--- src/rtl/issue_scoreboard_if.sv ---
// Decode-to-scoreboard bundle: decoded instruction, hazard/flush/done inputs and
// the issue/stall decision with the registered pending bitmap.
interface issue_scoreboard_if #(
    parameter int NUM_REGS = 32,
    parameter int LAT_W    = 6
);
    logic                i_dec_valid;
    logic                i_dec_uses_rs;
    logic                i_dec_uses_rt;
    logic                i_dec_uses_rw;
    logic [4:0]          i_dec_rs_addr;
    logic [4:0]          i_dec_rt_addr;
    logic [4:0]          i_dec_rw_addr;
    logic                i_dec_is_fixed;
    logic [LAT_W-1:0]    i_dec_latency;
    logic                i_dec_is_var;
    logic                i_lw_hazard;
    logic                i_flush;
    logic                i_done_valid;
    logic [4:0]          i_done_addr;
    logic                o_issue;
    logic                o_stall;
    logic                o_unit_busy;
    logic [NUM_REGS-1:0] o_pending;

    // The decode stage drives the instruction and observes the decision.
    modport master (
        output i_dec_valid, i_dec_uses_rs, i_dec_uses_rt, i_dec_uses_rw,
               i_dec_rs_addr, i_dec_rt_addr, i_dec_rw_addr, i_dec_is_fixed,
               i_dec_latency, i_dec_is_var, i_lw_hazard, i_flush,
               i_done_valid, i_done_addr,
        input  o_issue, o_stall, o_unit_busy, o_pending
    );

    modport slave (
        input  i_dec_valid, i_dec_uses_rs, i_dec_uses_rt, i_dec_uses_rw,
               i_dec_rs_addr, i_dec_rt_addr, i_dec_rw_addr, i_dec_is_fixed,
               i_dec_latency, i_dec_is_var, i_lw_hazard, i_flush,
               i_done_valid, i_done_addr,
        output o_issue, o_stall, o_unit_busy, o_pending
    );
endinterface

--- src/rtl/issue_scoreboard.sv ---
// Decode-stage issue controller: tracks registers owned by in-flight long-latency
// ops (shared mul/div unit and externally completed ops) and merges all hazards.
module issue_scoreboard #(
    parameter int NUM_REGS = 32,
    parameter int LAT_W    = 6
) (
    input  logic             clk,
    input  logic             rst,
    issue_scoreboard_if.slave sb
);

    typedef enum logic {
        IDLE,
        BUSY
    } unit_state_e;

    unit_state_e         state;
    logic [LAT_W-1:0]    cnt;
    logic [NUM_REGS-1:0] pending;
    logic [4:0]          fix_rw;
    logic                fix_valid;
    logic                unit_busy;

    logic                slot_live;
    logic                rw_tracked;
    logic                raw_hazard;
    logic                waw_hazard;
    logic                struct_hazard;
    logic                stall;
    logic                issue;
    logic                issue_fixed;
    logic                issue_var;
    logic                fix_retire;
    logic                done_clear;
    logic [LAT_W-1:0]    fix_load;
    logic [NUM_REGS-1:0] pending_next;

    // Hazards look only at registered state, so a clear landing this cycle
    // never unblocks a waiting instruction until the next cycle.
    assign slot_live     = sb.i_dec_valid && !sb.i_flush;
    assign rw_tracked    = sb.i_dec_uses_rw && (sb.i_dec_rw_addr != 5'd0);
    assign raw_hazard    = (sb.i_dec_uses_rs && pending[sb.i_dec_rs_addr]) ||
                           (sb.i_dec_uses_rt && pending[sb.i_dec_rt_addr]);
    assign waw_hazard    = rw_tracked && pending[sb.i_dec_rw_addr];
    assign struct_hazard = sb.i_dec_is_fixed && (state == BUSY);

    assign stall       = slot_live && (raw_hazard || waw_hazard || struct_hazard || sb.i_lw_hazard);
    assign issue       = slot_live && !stall;
    assign issue_fixed = issue && sb.i_dec_is_fixed;
    assign issue_var   = issue && sb.i_dec_is_var && !sb.i_dec_is_fixed;

    assign fix_load   = (sb.i_dec_latency == '0) ? LAT_W'(1) : sb.i_dec_latency;
    assign fix_retire = (state == BUSY) && (cnt == LAT_W'(1));
    assign done_clear = sb.i_done_valid && (sb.i_done_addr != 5'd0);

    // Clears are applied before the issue-set; a set to a register that is
    // being cleared cannot occur because such a write would have stalled on waw.
    always_comb begin
        pending_next = pending;
        if (fix_retire && fix_valid) begin
            pending_next[fix_rw] = 1'b0;
        end
        if (done_clear) begin
            pending_next[sb.i_done_addr] = 1'b0;
        end
        if ((issue_fixed || issue_var) && rw_tracked) begin
            pending_next[sb.i_dec_rw_addr] = 1'b1;
        end
    end

    // Mul/div unit occupancy: cnt holds the cycles left until the result is
    // forwardable; the owned destination is released on the final count.
    always_ff @(posedge clk or posedge rst) begin
        if (rst) begin
            state     <= IDLE;
            cnt       <= '0;
            pending   <= '0;
            fix_rw    <= 5'd0;
            fix_valid <= 1'b0;
            unit_busy <= 1'b0;
        end else begin
            pending <= pending_next;
            case (state)
                IDLE: begin
                    if (issue_fixed) begin
                        state     <= BUSY;
                        unit_busy <= 1'b1;
                        cnt       <= fix_load;
                        fix_rw    <= sb.i_dec_rw_addr;
                        fix_valid <= rw_tracked;
                    end
                end
                BUSY: begin
                    if (fix_retire) begin
                        state     <= IDLE;
                        unit_busy <= 1'b0;
                        cnt       <= '0;
                        fix_valid <= 1'b0;
                    end else begin
                        cnt <= cnt - LAT_W'(1);
                    end
                end
                default: begin
                    state     <= IDLE;
                    unit_busy <= 1'b0;
                    cnt       <= '0;
                    fix_valid <= 1'b0;
                end
            endcase
        end
    end

    assign sb.o_stall     = stall;
    assign sb.o_issue     = issue;
    assign sb.o_unit_busy = unit_busy;
    assign sb.o_pending   = pending;

endmodule

--- src/flat_wrapper.sv ---
// flat-port wrapper written by rule: the top's interface ports become plain ports
module issue_scoreboard_flat 
#(
    parameter int NUM_REGS = 32,
    parameter int LAT_W    = 6
)
  (clk, rst, sb_i_dec_valid, sb_i_dec_uses_rs, sb_i_dec_uses_rt, sb_i_dec_uses_rw, sb_i_dec_rs_addr, sb_i_dec_rt_addr, sb_i_dec_rw_addr, sb_i_dec_is_fixed, sb_i_dec_latency, sb_i_dec_is_var, sb_i_lw_hazard, sb_i_flush, sb_i_done_valid, sb_i_done_addr, sb_o_issue, sb_o_stall, sb_o_unit_busy, sb_o_pending);
  issue_scoreboard_if #(.NUM_REGS(NUM_REGS), .LAT_W(LAT_W)) sb_i ();
  input  logic clk;
  input  logic rst;
  input wire logic [$bits(sb_i.i_dec_valid)-1:0] sb_i_dec_valid;
  input wire logic [$bits(sb_i.i_dec_uses_rs)-1:0] sb_i_dec_uses_rs;
  input wire logic [$bits(sb_i.i_dec_uses_rt)-1:0] sb_i_dec_uses_rt;
  input wire logic [$bits(sb_i.i_dec_uses_rw)-1:0] sb_i_dec_uses_rw;
  input wire logic [$bits(sb_i.i_dec_rs_addr)-1:0] sb_i_dec_rs_addr;
  input wire logic [$bits(sb_i.i_dec_rt_addr)-1:0] sb_i_dec_rt_addr;
  input wire logic [$bits(sb_i.i_dec_rw_addr)-1:0] sb_i_dec_rw_addr;
  input wire logic [$bits(sb_i.i_dec_is_fixed)-1:0] sb_i_dec_is_fixed;
  input wire logic [$bits(sb_i.i_dec_latency)-1:0] sb_i_dec_latency;
  input wire logic [$bits(sb_i.i_dec_is_var)-1:0] sb_i_dec_is_var;
  input wire logic [$bits(sb_i.i_lw_hazard)-1:0] sb_i_lw_hazard;
  input wire logic [$bits(sb_i.i_flush)-1:0] sb_i_flush;
  input wire logic [$bits(sb_i.i_done_valid)-1:0] sb_i_done_valid;
  input wire logic [$bits(sb_i.i_done_addr)-1:0] sb_i_done_addr;
  output wire logic [$bits(sb_i.o_issue)-1:0] sb_o_issue;
  output wire logic [$bits(sb_i.o_stall)-1:0] sb_o_stall;
  output wire logic [$bits(sb_i.o_unit_busy)-1:0] sb_o_unit_busy;
  output wire logic [$bits(sb_i.o_pending)-1:0] sb_o_pending;
  assign sb_i.i_dec_valid = sb_i_dec_valid;
  assign sb_i.i_dec_uses_rs = sb_i_dec_uses_rs;
  assign sb_i.i_dec_uses_rt = sb_i_dec_uses_rt;
  assign sb_i.i_dec_uses_rw = sb_i_dec_uses_rw;
  assign sb_i.i_dec_rs_addr = sb_i_dec_rs_addr;
  assign sb_i.i_dec_rt_addr = sb_i_dec_rt_addr;
  assign sb_i.i_dec_rw_addr = sb_i_dec_rw_addr;
  assign sb_i.i_dec_is_fixed = sb_i_dec_is_fixed;
  assign sb_i.i_dec_latency = sb_i_dec_latency;
  assign sb_i.i_dec_is_var = sb_i_dec_is_var;
  assign sb_i.i_lw_hazard = sb_i_lw_hazard;
  assign sb_i.i_flush = sb_i_flush;
  assign sb_i.i_done_valid = sb_i_done_valid;
  assign sb_i.i_done_addr = sb_i_done_addr;
  assign sb_o_issue = sb_i.o_issue;
  assign sb_o_stall = sb_i.o_stall;
  assign sb_o_unit_busy = sb_i.o_unit_busy;
  assign sb_o_pending = sb_i.o_pending;
  issue_scoreboard #(.NUM_REGS(NUM_REGS), .LAT_W(LAT_W)) u_core (.clk(clk), .rst(rst), .sb(sb_i));
endmodule
--- config.mk ---
export PLATFORM = sky130hd
export DESIGN_NAME = issue_scoreboard_flat
export DESIGN_NICKNAME = d
export VERILOG_FILES = /design/src/rtl/issue_scoreboard_if.sv /design/src/rtl/issue_scoreboard.sv /design/src/flat_wrapper.sv
export SDC_FILE = /design/constraint.sdc
export NUM_CORES = 1
export LEC_CHECK = 0
export ABC_AREA = 1
export ABC_CLOCK_PERIOD_IN_PS = 1700
export CORE_MARGIN = 10
export CORE_UTILIZATION = 48
export DETAILED_ROUTE_END_ITERATION = 8
export MAX_ROUTING_LAYER = met4
export PLACE_DENSITY = 0.78
export SYNTH_ARGS = -nofsm -noshare
export SYNTH_HDL_FRONTEND = slang
export SYNTH_SLANG_ARGS = --single-unit
--- constraint.sdc ---
create_clock -name clk -period 1.7 [get_ports clk]
set_clock_uncertainty 0.1 [all_clocks]
set_input_delay 0.17 -clock clk [delete_from_list [all_inputs] [get_ports clk]]
set_output_delay 0.17 -clock clk [all_outputs]
set_load 0.005 [all_outputs]
==> results.sh <==
export IMPL_hold_path_class="input port to async pin"
export IMPL_grt_use_total_pct=27.2
export IMPL_antenna_found_initial=0
export IMPL_critical_path_max_stage_delay_ps=470
export IMPL_place_gp_congestion=0.988
export IMPL_ctsLongestPathBuffers=2
export IMPL_yosysSeqAreaShare_pct=31.7
export IMPL_fin_cells=884
export IMPL_crit_type="register to primary output"
export IMPL_drc_errors=0
export IMPL_crit_path_frequent_cell="nand2_1"
export IMPL_intPower_uw=1850
export IMPL_avgSynthCellArea_um2=6.03
export IMPL_syn_nets=641
export IMPL_overflow=0
export IMPL_tritoncts="yes"
export IMPL_synth_common_cells="211 x nand2_1, 77 x nand3_1, 64 x inv_1"
export IMPL_layout_min_cycle_time_ps=2310
export IMPL_grt_max_degree=47
export IMPL_outcome="finished, violations left"
export IMPL_cap_viol_max_count=0
export IMPL_grt_pass1_vias=4900
export IMPL_via_per_inst=5.79
export IMPL_hold_slack_ps=126
export IMPL_startpoint_type="register"
export IMPL_initialDrtViolationCount=497
export IMPL_violations="setup timing"
export IMPL_critical_path_startpoint="u_core.sb.o_pending[5]"
export IMPL_clkSlewWorstSetupHoldPaths_ps=90
export IMPL_start_util_pct=49.8
export IMPL_synth_async_reset_ratio_pct=100
export IMPL_num_fill_cells=529
export IMPL_p_sw_uw=960
export IMPL_r2r_start="u_core.sb.o_pending[5]"
export IMPL_post_route_period_util_pct=136
export IMPL_placed_cells=866
export IMPL_yosysTopAreaCellShare_pct=31.7
export IMPL_worstMarginPinSlew_ps=487
export IMPL_synth_distinct_cells=22
export IMPL_coreArea_um2=7290
export IMPL_drive_above_1_share_pct=28.7
export IMPL_routed_wl_um=16400
export IMPL_synthesis_area_um2=3630
export IMPL_slew_headroom_pct=67.5
export IMPL_synth_warnings=0
export IMPL_clk_latency_ps=310
export IMPL_cp_cell_sequence="buf_4 -> a21oi_1 -> o21ai_0 -> nand3_1 -> nand2_1 -> nand2_1 -> nand3b_1 -> nand3_2 -> nand2_2 -> buf_6 -> nor2_4 -> buf_2"
export IMPL_vias=5122
export IMPL_cts_inserted_buffers=5
export IMPL_max_freq_mhz=433
export IMPL_crit_path_top_delay_cell="dfrtp_2"
export IMPL_p_per_area_nw_per_um2=473
export IMPL_comb_power_share_pct=30.7
export IMPL_ys_top_cells_by_area="dfrtp_1 32%, nand2_1 22%, nand3_1 11%"
export IMPL_nNetsFinal=823
export IMPL_cts_sinks=46
export IMPL_ys_seq_elements=46
export IMPL_pwr_share_seq_pct=43.9
export IMPL_hold_viol_final=0
export IMPL_ff2ff_path_depth=15
export IMPL_portBuffers=71
export IMPL_dieArea_um2=11400
export IMPL_clock_power_share_pct=25.5
export IMPL_cp_end_kind="primary output"
export IMPL_die_y_um=107
export IMPL_cts_root_buf="clkbuf_8"
export IMPL_regToRegEndpoint="u_core.sb.o_pending[6]"
export IMPL_r2r_slack_ps=-570
export IMPL_grt_pass1_wl_um=24500
export IMPL_worst_endpoint_arrival_ps=2040
export IMPL_syn2layout_area_growth_pct=63.7
export IMPL_die_width_um=107
export IMPL_synth_most_common_cell="nand2_1"
export IMPL_path_max_fanout=5
export IMPL_syn_inst=602
export IMPL_sw_frac_of_total_pct=34.1
export IMPL_first_pass_iters=5
export IMPL_post_synth_top_area_cell="dfrtp_1"
export IMPL_fin_ws_ps=-610
export IMPL_detail_route_wl_per_cell_um=18.6
export IMPL_pin_count=72
export IMPL_p_leak_uw=0.00284
export IMPL_cts_hold_buf=0
export IMPL_rsz0062_at_grt="true"
export IMPL_ir_drop_v=0.000701
export IMPL_maxSlewViolCount=0
export IMPL_setup_violations=47
export IMPL_synth_edf_count=0
export IMPL_hpwlAfterDp_um=11400
export IMPL_final_antenna_net_count=0
export IMPL_placementRows=31
export IMPL_antenna_cells=0
export IMPL_ys_flop_type="dfrtp_1"
export IMPL_cp_required_ps=1430
export IMPL_fin_tns_setup_ps=-24300
export IMPL_htreeDepth=2
export IMPL_post_place_ws_ps=-1020
[layout by cell type, fill, tap and decap left out, drive strengths merged, types with 2 or more instances in the layout]
cell	instances
o211ai	13
nor2	49
dlygate4sd2	4
nand2	211
nand4	2
xnor2	3
nand3	77
nand3b	2
ha	2
o221ai	8
inv	65
clkdlybuf4s50	64
a21oi	32
o21ai	47
nor3	20
buf	125
dfrtp	46
clkbuf	9
[through the flow]
stage / cell area [um2] / utilization (%) / total power [uW]
2_1_floorplan: 3640 / - / 1550
3_3_place_gp: 5300 / 72.7 / 1940
3_5_place_dp: 5300 / 72.7 / 1960
4_1_cts: 5620 / 77.1 / 2720
5_1_grt: 5950 / 81.5 / 2910
6_report: 5950 / 81.5 / 2810
[cells by family after synthesis]
group                      after synthesis  share of synthesized area [%]
AOI/OAI and AO/OA                      101                           15.7
adders and majority gates                2                          0.689
xor gates and xnor gates                 4                          0.965
and+or+nand+nor                        362                           41.4
DFF                                     46                           31.7
buffers and inverters                   87                           9.58
[final cells by class]
| cell class | instances | area (um2) | area share, % |
|---|---|---|---|
| inverter | 65 | 246 | 4.15 |
| multi-input combinational | 469 | 2470 | 41.5 |
| timing repair buffer | 197 | 1840 | 31.0 |
| clock inverter | 1 | 5.00 | 0.0842 |
| clock buffer | 7 | 86.3 | 1.45 |
| sequential | 46 | 1170 | 19.7 |
| tap | 99 | 124 | 2.08 |
[routing by layer]
layer	up-vias	global-route usage, %	wire [um]
met5	-	-	0
met4	0	13.0	701
met3	72	4.85	1770
met2	358	44.2	7760
met1	2349	32.1	6210
li1	2343	-	-
[how the worst max path moves through the flow]
stage                              endpoint  slack [ps]
floorplan           u_core.sb.o_pending[28]         -40
global placement                 sb_o_issue        -990
detailed placement               sb_o_issue       -1020
CTS                              sb_o_issue        -510
global route                     sb_o_issue        -730
finish                           sb_o_issue        -610
[registers in the layout, summed over array words and instances (netlist names)]
name,flops
u_core.fix_valid,1
u_core.cnt,6
u_core.sb.o_unit_busy,1
u_core.state,1
u_core.sb.o_pending,32
u_core.fix_rw,5
[critical path, delay by kind of cell (launching register included)]
family	cells	cell delay [ps]
and+or+nand+nor	7	610
DFF	1	470
buffers and inverters	3	400
AOI/OAI and AO/OA	2	250
[timing repair]
item,CTS,global route
pin swaps,14,1
setup buffers,5,0
endpoints found under the setup margin,52,54
cloned,3,2
gates resized for setup,67,67
[power groups by stage]
stage / Sequential (uW) / Clock, uW / Combinational, uW
after floorplan: 1220 / 0 / 333
after global placement: 1230 / 0 / 712
after detailed placement: 1230 / 0 / 730
after CTS: 1220 / 718 / 781
after global routing: 1240 / 754 / 917
final: 1230 / 717 / 863
Note: power is estimated with default switching activity, not from simulation.
==> RTL change: new RTL, same settings <==
`LAT_W` is set to 6 in 3 places; all go to 12.
--- a/src/rtl/issue_scoreboard_if.sv
+++ b/src/rtl/issue_scoreboard_if.sv
@@ -2,7 +2,7 @@
 // the issue/stall decision with the registered pending bitmap.
 interface issue_scoreboard_if #(
     parameter int NUM_REGS = 32,
-    parameter int LAT_W    = 6
+    parameter int LAT_W    = 12
 );
     logic                i_dec_valid;
     logic                i_dec_uses_rs;
--- a/src/rtl/issue_scoreboard.sv
+++ b/src/rtl/issue_scoreboard.sv
@@ -2,7 +2,7 @@
 // ops (shared mul/div unit and externally completed ops) and merges all hazards.
 module issue_scoreboard #(
     parameter int NUM_REGS = 32,
-    parameter int LAT_W    = 6
+    parameter int LAT_W    = 12
 ) (
     input  logic             clk,
     input  logic             rst,
--- a/src/flat_wrapper.sv
+++ b/src/flat_wrapper.sv
@@ -2,7 +2,7 @@
 module issue_scoreboard_flat 
 #(
     parameter int NUM_REGS = 32,
-    parameter int LAT_W    = 6
+    parameter int LAT_W    = 12
 )
   (clk, rst, sb_i_dec_valid, sb_i_dec_uses_rs, sb_i_dec_uses_rt, sb_i_dec_uses_rw, sb_i_dec_rs_addr, sb_i_dec_rt_addr, sb_i_dec_rw_addr, sb_i_dec_is_fixed, sb_i_dec_latency, sb_i_dec_is_var, sb_i_lw_hazard, sb_i_flush, sb_i_done_valid, sb_i_done_addr, sb_o_issue, sb_o_stall, sb_o_unit_busy, sb_o_pending);
   issue_scoreboard_if #(.NUM_REGS(NUM_REGS), .LAT_W(LAT_W)) sb_i ();
Interface: changed (resized sb_i_dec_latency); port bits go from 72 to 78. No check against the original RTL was run, so the function may have changed too.
==> RTL change against the unedited design <==
  * The run still ends with setup timing left
  * Area after synthesis increased by 19%
  * Via count grew 17%
  * Design area is 19% higher
  * Register-to-register slack better by 0.03 ns
  * Worst hold slack improved by 0.14 ns
  * Non-clock buffer count increased by 50
  * Setup slack gained 0.061 ns
  * Global-route usage is 2.0 points higher
  * Sequential cell count increased by 6
  * Synthesized cell count up 12%
  * Routed wire length up 25%
  * Final cell count up 15%
  * Total power up 22%
  * Highest routed layer unchanged
==> RTL change: results (changes against the unedited design) <==
Synthesis
  • Synth Area in Adders: 0.005787 (-0.001102)
  • XOR/XNOR share of the synthesized area: 0.01215 (+0.002508)
  • Synth cell types: 32 (+45%)
  • Most frequent cells after synthesis: nand2_1 (227), inv_1 (73), nand3_1 (62)
  • Compound-Gate Fraction of Synth Area: 0.1409 (-0.01582)
  • Sequential area share after synthesis: 0.3009 (-0.01599)
  • Synthesized Nets: 719 (+12%)

Global route
  • Vias in the first global route: 5663 (+16%)
  • First-pass GRT wire length: 29910 um (+22%)
  • Initial antenna violation count: 1 (+1)
  • Largest net degree at the start of global routing: 38 (-19%)

Timing
  • Measured slew at the worst slew-check pin: 0.6469 ns (+0.1603 ns)
  • Fin Setup TNS: -24.88 ns (-0.5782 ns)
  • Final setup fails: 54 (+15%)
  • Hold slack: 0.2652 ns (+0.1392 ns)
  • Worst Slack Setup Final: -0.5499 ns (+0.06052 ns)

Place
  • Hpwl dp: 14460 um (+27%)
  • # port buffers: 77 (+8.5%)
  • Placed inst area: 6257 um2 (+18%)
  • Worst slack, placed: -1.051 ns (-0.02699 ns)
  • Global placement routability congestion: 1.063 (+7.6%)

Power
  • Seq pwr share: 0.408 (-0.031)
  • Comb pwr: 0.000981 W (+14%)
  • Pleak: 3.490 nW (+23%)
  • Worst VDD drop: 501.5 uV (-28%)
  • Power Internal: 0.002298 W (+24%)

Detailed routing
  • Met2 routed WL: 9711 um (+25%)
  • Via density: 5.916 (+2.1%)
  • Wire length on met3: 1994 um (+13%)
  • Initial DRC Count: 802 (+61%)
  • WL met1: 7786 um (+25%)

Worst setup path
  • Worst path arrival time: 1.98 ns (-0.06 ns)
  • Worst reg2reg setup slack: -0.54 ns (+0.03 ns)

Status
  • Violated checks: setup timing
  • Status: complete, but fails checks

Layout
  • Layout Nets: 949 (+15%)
==> RTL change: routing by layer <==
metal / GRT usage / vias up
met4: 0.1378 / 0
li1: - / 2681
met3: 0.05417 / 99
met1: 0.3466 / 2813
met2: 0.4688 / 400
met5: - / -
==> RTL change: path summary, 6_finish.rpt <==
check | end | depth (start not counted)
worst max-delay path | sb_o_issue | 13
worst min-delay path | u_core.fix_rw[1] | 3
worst max register to register | u_core.fix_rw[2] | 15
worst min register to register | u_core.sb.o_unit_busy | 2
max in group asynchronous | u_core.sb.o_pending[31] | 4
min in group asynchronous | u_core.sb.o_pending[24] | 3
==> RTL change: metrics by stage <==
stage | utilization | cells
final | 0.8100 | 1013
after global routing | 0.8100 | 1013
after CTS | 0.7681 | 999
after detailed placement | 0.7140 | 975
after global placement | 0.7140 | 975
after floorplan | - | 674
==> RTL change: kinds of logic (layout without fill, tap and decap cells) <==
group | count (synthesis) | after routing
compound gates | 103 | 103
xor+xnor | 6 | 6
fa+ha+maj | 2 | 2
other cells | 0 | 1
simple gates | 406 | 407
buf+inv | 105 | 334
flops | 52 | 52
==> RTL change: layout make-up <==
| class | count | area (um2) |
|---|---|---|
| Clock buffer | 5 | 68.82 |
| Multi-Input combinational cell | 518 | 2879 |
| Antenna cell | 1 | 2.502 |
| Timing Repair Buffer | 247 | 2307 |
| Tap cell | 108 | 135.1 |
| Clock inverter | 2 | 60.06 |
| Fill cell | 580 | 1665 |
| Inverter | 80 | 319.1 |
| Sequential cell | 52 | 1326 |
==> RTL change: repair_timing <==
item | in CTS | in global routing
cloned | 3 | 3
hold buffers | 1 | 0
setup buffers | 13 | 11
gates resized for setup | 89 | 60
hold endpoints to repair | 6 | 0
endpoints found under the setup margin | 65 | 63
pin swaps | 13 | 32
